**src/rtl/ysyx_210238_pipe_ctrl_pkg.sv**
```systemverilog
// rtl/ysyx_210238_pipe_ctrl_pkg.sv - shared states, pc_sel codes and control-vector helpers for the pipeline controller
package ysyx_210238_pipe_ctrl_pkg;

    typedef enum logic [1:0] {
        ST_RUN       = 2'd0,
        ST_DRAIN     = 2'd1,
        ST_TRAP_WAIT = 2'd2
    } state_e;

    localparam logic [1:0] PC_SEQ  = 2'd0;
    localparam logic [1:0] PC_BR   = 2'd1;
    localparam logic [1:0] PC_TRAP = 2'd2;

    typedef struct packed {
        logic       hold_pc;
        logic       hold_if_id;
        logic       hold_id_ex;
        logic       hold_ex_mem;
        logic       hold_mem_wb;
        logic       clear_if_id;
        logic       clear_id_ex;
        logic       clear_ex_mem;
        logic       clear_mem_wb;
        logic [1:0] pc_sel;
        logic       fetch_kill;
    } ctrl_t;

    // Freeze everything up to EX/MEM and bubble MEM/WB while a data access is outstanding.
    function automatic ctrl_t ctrl_mem_stall();
        ctrl_t c;
        c              = '0;
        c.hold_pc      = 1'b1;
        c.hold_if_id   = 1'b1;
        c.hold_id_ex   = 1'b1;
        c.hold_ex_mem  = 1'b1;
        c.clear_mem_wb = 1'b1;
        return c;
    endfunction

    function automatic ctrl_t ctrl_trap_flush();
        ctrl_t c;
        c              = '0;
        c.clear_if_id  = 1'b1;
        c.clear_id_ex  = 1'b1;
        c.clear_ex_mem = 1'b1;
        c.clear_mem_wb = 1'b1;
        c.pc_sel       = PC_TRAP;
        return c;
    endfunction

    function automatic ctrl_t ctrl_reset();
        ctrl_t c;
        c              = '0;
        c.clear_if_id  = 1'b1;
        c.clear_id_ex  = 1'b1;
        c.clear_ex_mem = 1'b1;
        c.clear_mem_wb = 1'b1;
        return c;
    endfunction

endpackage

```
**src/rtl/ysyx_210238_pipe_ctrl_sat_cnt.sv**
```systemverilog
// rtl/ysyx_210238_pipe_ctrl_sat_cnt.sv - saturating event counter; EN=0 leaves no flops and drives zero
module ysyx_210238_sat_cnt #(
    parameter int W  = 32,
    parameter bit EN = 1'b1
) (
    input  logic         clk,
    input  logic         rst_n,
    input  logic         inc,
    output logic [W-1:0] count
);

    generate
        if (EN) begin : g_cnt
            localparam logic [W-1:0] ONE = W'(1);
            logic [W-1:0] r_count;

            always_ff @(posedge clk or negedge rst_n) begin
                if (!rst_n) begin
                    r_count <= '0;
                end else if (inc && (r_count != {W{1'b1}})) begin
                    r_count <= r_count + ONE;
                end
            end

            assign count = r_count;
        end else begin : g_tied
            logic w_unused;
            assign w_unused = ^{clk, rst_n, inc};
            assign count    = '0;
        end
    endgenerate

endmodule

```
**src/rtl/ysyx_210238_pipe_ctrl.sv**
```systemverilog
// rtl/ysyx_210238_pipe_ctrl.sv - 5-stage hazard/flush controller; YSYX_210238_PIPE_CTRL_PERF_EN enables the stall/flush counters
module ysyx_210238_pipe_ctrl
    import ysyx_210238_pipe_ctrl_pkg::*;
#(
    parameter int CNT_W = 32
) (
    input  logic             clk,
    input  logic             rst_n,
    input  logic             if_busy,
    input  logic             mem_busy,
    input  logic             mdu_busy,
    input  logic             load_use,
    input  logic             br_redirect,
    input  logic             trap_req,
    output logic             hold_pc,
    output logic             hold_if_id,
    output logic             hold_id_ex,
    output logic             hold_ex_mem,
    output logic             hold_mem_wb,
    output logic             clear_if_id,
    output logic             clear_id_ex,
    output logic             clear_ex_mem,
    output logic             clear_mem_wb,
    output logic [1:0]       pc_sel,
    output logic             fetch_kill,
    output logic [CNT_W-1:0] cnt_stall,
    output logic [CNT_W-1:0] cnt_flush
);

`ifdef YSYX_210238_PIPE_CTRL_PERF_EN
    localparam bit PERF_EN = 1'b1;
`else
    localparam bit PERF_EN = 1'b0;
`endif

    state_e r_state;
    state_e w_next;
    ctrl_t  w_dec;
    ctrl_t  w_ctrl;
    logic   w_br_act;
    logic   w_stall_inc;
    logic   w_flush_inc;

    always_ff @(posedge clk or negedge rst_n) begin
        if (!rst_n) begin
            r_state <= ST_RUN;
        end else begin
            r_state <= w_next;
        end
    end

    always_comb begin
        w_dec    = '0;
        w_next   = r_state;
        w_br_act = 1'b0;
        // A trap parked in TRAP_WAIT keeps acting even after trap_req drops.
        if (r_state == ST_TRAP_WAIT || trap_req) begin
            if (mem_busy) begin
                w_dec  = ctrl_mem_stall();
                w_next = ST_TRAP_WAIT;
            end else begin
                w_dec  = ctrl_trap_flush();
                w_next = if_busy ? ST_DRAIN : ST_RUN;
            end
        end else begin
            if (mem_busy) begin
                w_dec = ctrl_mem_stall();
            end else if (mdu_busy) begin
                w_dec.hold_pc      = 1'b1;
                w_dec.hold_if_id   = 1'b1;
                w_dec.hold_id_ex   = 1'b1;
                w_dec.clear_ex_mem = 1'b1;
            end else if (load_use) begin
                w_dec.hold_pc     = 1'b1;
                w_dec.hold_if_id  = 1'b1;
                w_dec.clear_id_ex = 1'b1;
            end else if (br_redirect) begin
                w_dec.clear_if_id = 1'b1;
                w_dec.clear_id_ex = 1'b1;
                w_dec.pc_sel      = PC_BR;
                w_br_act          = 1'b1;
            end else if (if_busy) begin
                w_dec.hold_pc     = 1'b1;
                w_dec.clear_if_id = 1'b1;
            end
            w_next = ((w_br_act || r_state == ST_DRAIN) && if_busy) ? ST_DRAIN : ST_RUN;
        end
        // The stale fetch still in flight is dropped; a redirect this cycle must still load the PC.
        if (r_state == ST_DRAIN) begin
            w_dec.fetch_kill  = 1'b1;
            w_dec.clear_if_id = 1'b1;
            if (if_busy && w_dec.pc_sel == PC_SEQ) begin
                w_dec.hold_pc = 1'b1;
            end
        end
        w_dec.hold_if_id  = w_dec.hold_if_id  & ~w_dec.clear_if_id;
        w_dec.hold_id_ex  = w_dec.hold_id_ex  & ~w_dec.clear_id_ex;
        w_dec.hold_ex_mem = w_dec.hold_ex_mem & ~w_dec.clear_ex_mem;
        w_dec.hold_mem_wb = w_dec.hold_mem_wb & ~w_dec.clear_mem_wb;
    end

    assign w_ctrl = rst_n ? w_dec : ctrl_reset();

    assign hold_pc      = w_ctrl.hold_pc;
    assign hold_if_id   = w_ctrl.hold_if_id;
    assign hold_id_ex   = w_ctrl.hold_id_ex;
    assign hold_ex_mem  = w_ctrl.hold_ex_mem;
    assign hold_mem_wb  = w_ctrl.hold_mem_wb;
    assign clear_if_id  = w_ctrl.clear_if_id;
    assign clear_id_ex  = w_ctrl.clear_id_ex;
    assign clear_ex_mem = w_ctrl.clear_ex_mem;
    assign clear_mem_wb = w_ctrl.clear_mem_wb;
    assign pc_sel       = w_ctrl.pc_sel;
    assign fetch_kill   = w_ctrl.fetch_kill;

    assign w_stall_inc = w_ctrl.hold_pc;
    assign w_flush_inc = w_ctrl.clear_if_id && (w_ctrl.pc_sel != PC_SEQ);

    ysyx_210238_sat_cnt #(.W(CNT_W), .EN(PERF_EN)) u_cnt_stall (
        .clk   (clk),
        .rst_n (rst_n),
        .inc   (w_stall_inc),
        .count (cnt_stall)
    );

    ysyx_210238_sat_cnt #(.W(CNT_W), .EN(PERF_EN)) u_cnt_flush (
        .clk   (clk),
        .rst_n (rst_n),
        .inc   (w_flush_inc),
        .count (cnt_flush)
    );

endmodule

```
**config.mk**
```make
export PLATFORM = sky130hd
export DESIGN_NAME = ysyx_210238_pipe_ctrl
export DESIGN_NICKNAME = d
export VERILOG_FILES = /design/src/rtl/ysyx_210238_pipe_ctrl_pkg.sv /design/src/rtl/ysyx_210238_pipe_ctrl_sat_cnt.sv /design/src/rtl/ysyx_210238_pipe_ctrl.sv
export SDC_FILE = /design/constraint.sdc
export NUM_CORES = 1
export LEC_CHECK = 0
export BUFFER_PORTS_ARGS = -buffer_cell sky130_fd_sc_hd__clkbuf_2
export CORE_UTILIZATION = 31
export DETAILED_ROUTE_END_ITERATION = 12
export HOLD_SLACK_MARGIN = 0.03
export MAX_ROUTING_LAYER = met4
export PLACE_DENSITY_LB_ADDON = 0.15
export RECOVER_POWER = 50
export SLEW_MARGIN = 15
export SYNTH_ARGS = -nofsm -noshare
export SYNTH_HDL_FRONTEND = slang
export SYNTH_HIERARCHICAL = 1
export SYNTH_SLANG_ARGS = --single-unit
```
**constraint.sdc**
```tcl
create_clock -name clk -period 1.2 [get_ports clk]
set_input_delay 0.3 -clock clk [delete_from_list [all_inputs] [get_ports clk]]
set_output_delay 0.3 -clock clk [all_outputs]
set_load 0.03 [all_outputs]
```
### Word-level counts from Yosys, hierarchy flattened

Cells that the tools add are included.
W data, S select, Z words.

| word-level totals | value |
|---|---|
| register bits after elaboration | 2 |
| input bits | 8 |
| output and inout bits | 76 |
| logic and storage cells | 50 |

| cells by class | value |
|---|---|
| equality and inequality tests | 2 |
| mux-type cells | 34 |
| bitwise logic cells | 8 |
| reductions and logical operators | 5 |

Operators by type and width:

| kind | number |
|---|---|
| $mux W12 | 3 |
| $mux W1 | 24 |
| $mux W2 | 5 |
| $mux W3 | 2 |
| $and A1 B1 Y1 | 4 |
| $not A1 Y1 | 4 |
| $eq A2 B1 Y1 const B | 1 |
| $eq A2 B2 Y1 const B | 1 |
| $logic_and A1 B1 Y1 | 2 |
| $logic_not A2 Y1 | 1 |
| $logic_or A1 B1 Y1 | 2 |

### Depth between registers and ports, before layout

| depth | value |
|---|---|
| depth after elaboration | 11 |
| mapped depth | 4 |
| gate-level depth less buffers | 3 |

### Hierarchy

The synthesis kept the hierarchy.

By module, submodules not included:

| module | instances | cells each | area an instance (um^2) | sequential area each (um^2) |
|---|---|---|---|---|
| ysyx_210238_sat_cnt | 2 | 33 | 244.0 | 0.0 |
| ysyx_210238_pipe_ctrl | 1 | 40 | 297.8 | 50.0 |

### Least setup slack after synthesis

OpenSTA, ideal clock, no wires.

| timing | value |
|---|---|
| path type | reg2out |
| from | register r_state[0] |
| to | output clear_id_ex |
| arrival time | 1,363 ps |
| required time | 900 ps |
| slack | -463 ps |
| stages on the path, launching flop included | 5 |
| path buffers | 1 |
| cells stage by stage | dfrtp_1 -> nor2b_1 -> buf_2 -> nor3_1 -> o21ai_0 |

| between the ends | value |
|---|---|
| word-level cells in the longest chain between the ends | 4 |

Ends and longest elaborated chain:

| what | line | source |
|---|---|---|
| start, declared | ysyx_210238_pipe_ctrl.sv:36 | `state_e r_state;` |
| start signal, assigned | ysyx_210238_pipe_ctrl.sv:48 | `r_state <= w_next;` |
| $eq A2 B2 Y1 | ysyx_210238_pipe_ctrl.sv:57 | `if (r_state == ST_TRAP_WAIT \|\| trap_req) begin` |
| $logic_or A1 B1 Y1 | ysyx_210238_pipe_ctrl.sv:57 |  |
| $mux W12 | ysyx_210238_pipe_ctrl.sv:57 |  |
| $mux W12 | ysyx_210238_pipe_ctrl.sv:102 | `assign w_ctrl = rst_n ? w_dec : ctrl_reset();` |
| end, declared | ysyx_210238_pipe_ctrl.sv:21 | `output logic clear_id_ex,` |

No other way between the ends.

### Worst setup path in the final report

| timing | value |
|---|---|
| from | register r_state[0] |
| to | output hold_if_id |

| between the ends | value |
|---|---|
| word-level cells in the longest chain between the ends | 7 |
| elaborated cells on any way between the ends | 8 |
| classes of those cells | 2 x eq/ne; 3 x mux; 2 x bitwise; 1 x reduce/logical |

Ends and longest elaborated chain:

| what | line | source |
|---|---|---|
| $eq A2 B2 Y1 | ysyx_210238_pipe_ctrl.sv:57 |  |
| $logic_or A1 B1 Y1 | ysyx_210238_pipe_ctrl.sv:57 |  |
| $mux W12 | ysyx_210238_pipe_ctrl.sv:57 |  |
| $mux W1 | ysyx_210238_pipe_ctrl.sv:89 | `if (r_state == ST_DRAIN) begin` |
| $not A1 Y1 | ysyx_210238_pipe_ctrl.sv:96 | `w_dec.hold_if_id = w_dec.hold_if_id & ~w_dec.clear_if_id;` |
| $and A1 B1 Y1 * | ysyx_210238_pipe_ctrl.sv:96 |  |
| $mux W12 * | ysyx_210238_pipe_ctrl.sv:102 |  |
| end, declared | ysyx_210238_pipe_ctrl.sv:16 | `output logic hold_if_id,` |

Every way passes the cells marked *; elsewhere a longest branch is shown, timed or not.

==> run summary <==
Worst EP arrival: 1.32 ns
Mapped cell area: 777 um^2
Critical Path RT: 0.90 ns
Final ANT Viol Nets: 0
Largest net degree at the start of global routing: 11
Cell internal pwr: 0.320 mW
Fill count: 261
Vias in the first global route: 412
Violated checks: negative setup slack
Residual DRC: 0
Die area: 2710 um^2
Fraction of layout cells with a size suffix above 1: 38.6%
Yosys warns: 6
Global-route wire length before repair: 1810 um
Min Tclk post-route: 1.62 ns
Largest Register: r_state
Tot Pwr: 0.758 mW
Sequential share of power: 10.1%
Final core utilization: 40.5%
CORE AREA: 2300 um^2
Max clock buf depth: 2
Clock Latency Late Sink: 0.23 ns
# hold bufs at CTS: 0
CTS Root Buffer Type: clkbuf_4
Setup Skew: 0.00474 ns
Gr usage total: 9.38%
Cells after synthesis: 104
Routed WL: 1210 um
CTS tree: built
Placed cell area: 773 um^2
1st-iter DRT viols: 2
Final setup viols: 11
Setup ws final: -0.419 ns
Mapped Avg Cell Area: 7.47 um^2
Storage element area: 50.0 um^2
Final setup TNS: -3.84 ns
Die Y: 52.1 um
Nature of the critical path endpoint: output port
Routed length per placed instance: 7.54 um
Layout area overhead: 19.6%
# diodes: 0
RSZ-0062 raised after global routing: yes
PortBufs: 18
Final Wtd Congestion: 0.725
CTS clk-pin slew, worst paths: 0.03 ns
Crit Path Max Fanout: 7
Max-slew violations: 0
Slowest-stage cell, CP: dfrtp_1
Row cnt: 17
Clock Sinks: 2
Final Hold Vio Count: 0
Status: finished, violations left
Most common cell after layout, fill and taps aside: conb_1
Crit-path cells: nor2b_4 -> nor2_4 -> o2111a_2 -> buf_8
Most frequent cells in the layout: conb_1, buf_4, buf_8
P per Cell Area: 816 nW/um^2
Fmax: 617 MHz
I/O pins: 84
Vias: 541
Antenna violations before repair: 0
Leakage: 0.515 nW
Max-Cap Viols: 0
Sw Share: 57.8%
Min Hold Slack: 0.320 ns
Clock Power Share: 19.7%
Final #Nets: 142
Combinational share of power: 70.1%
Grt ovf: 0
First drt pass iteration count: 4
Final instance area: 930 um^2
Flip-flop count of the largest register after layout: 2
CTS buffer count: 3
Psw: 0.438 mW
Slowest stage delay, CP: 0.39 ns
Min-Delay Path Class: in2reg
Worst VDD drop: 0.258 mV
Setup crit start kind: flop
Final HPWL DP: 1030 um
Die W: 52.1 um
H-tree depth: 1
Largest registers: r_state x2
Via density: 3.38
Tcrit/Tclk final: 135%
Kind of critical path: reg2out
Area of the multi-input gates: 500 um^2
Initial Utilization: 33.8%
-- layer usage --
layer	global-route usage, %	up-vias	wire (um)
li1	-	260	-
met1	12.0	233	467
met2	14.1	48	607
met3	2.05	0	131
met4	4.05	0	0
met5	-	-	0
-- power groups by stage --
stage | registers, mW | clock network, mW | logic (mW)
6_report | 0.0769 | 0.150 | 0.532
4_1_cts | 0.0770 | 0.162 | 0.521
3_5_place_dp | 0.0759 | 0 | 0.474
3_3_place_gp | 0.0759 | 0 | 0.474
5_1_grt | 0.0774 | 0.160 | 0.564
2_1_floorplan | 0.0754 | 0 | 0.561
-- area by class of cell --
class | count | share of cell area [%]
flip-flops and latches | 2 | 5.38
repair buffers | 32 | 33.8
well taps | 28 | 3.77
multi-input cells | 93 | 53.8
inverters | 2 | 0.808
clock buffers | 3 | 2.42
-- per-stage QoR --
stage / setup WS (ns) / std cells
6_report: -0.419 / 160
5_1_grt: -0.470 / 160
4_1_cts: -0.434 / 160
3_5_place_dp: -0.495 / 156
3_3_place_gp: -0.473 / 156
2_1_floorplan: -0.142 / 166
-- worst max-delay path: cells and delay by family, from the launching register on --
kind	cells	cell delay (ns)
flops	1	0.39
simple gates	2	0.29
compound gates	1	0.27
buf+inv	1	0.14
-- what timing repair did --
action,in CTS,in global routing
buffers inserted,1,0
pin swaps,2,3
resized for setup,26,11
endpoints found under the setup margin,12,11
-- path summary, 6_finish.rpt --
check | startpoint | endpoint | slack, ns | cells past startpoint
max | r_state[0] | hold_if_id | -0.42 | 4
min | if_busy | r_state[0] | 0.32 | 3
max reg2reg | r_state[1] | r_state[0] | 0.08 | 4
min reg2reg | r_state[1] | r_state[0] | 0.69 | 2
max in group asynchronous | rst_n | r_state[1] | 0.66 | 3
min in group asynchronous | rst_n | r_state[0] | 0.41 | 3
(Power assumes the default switching activity.)
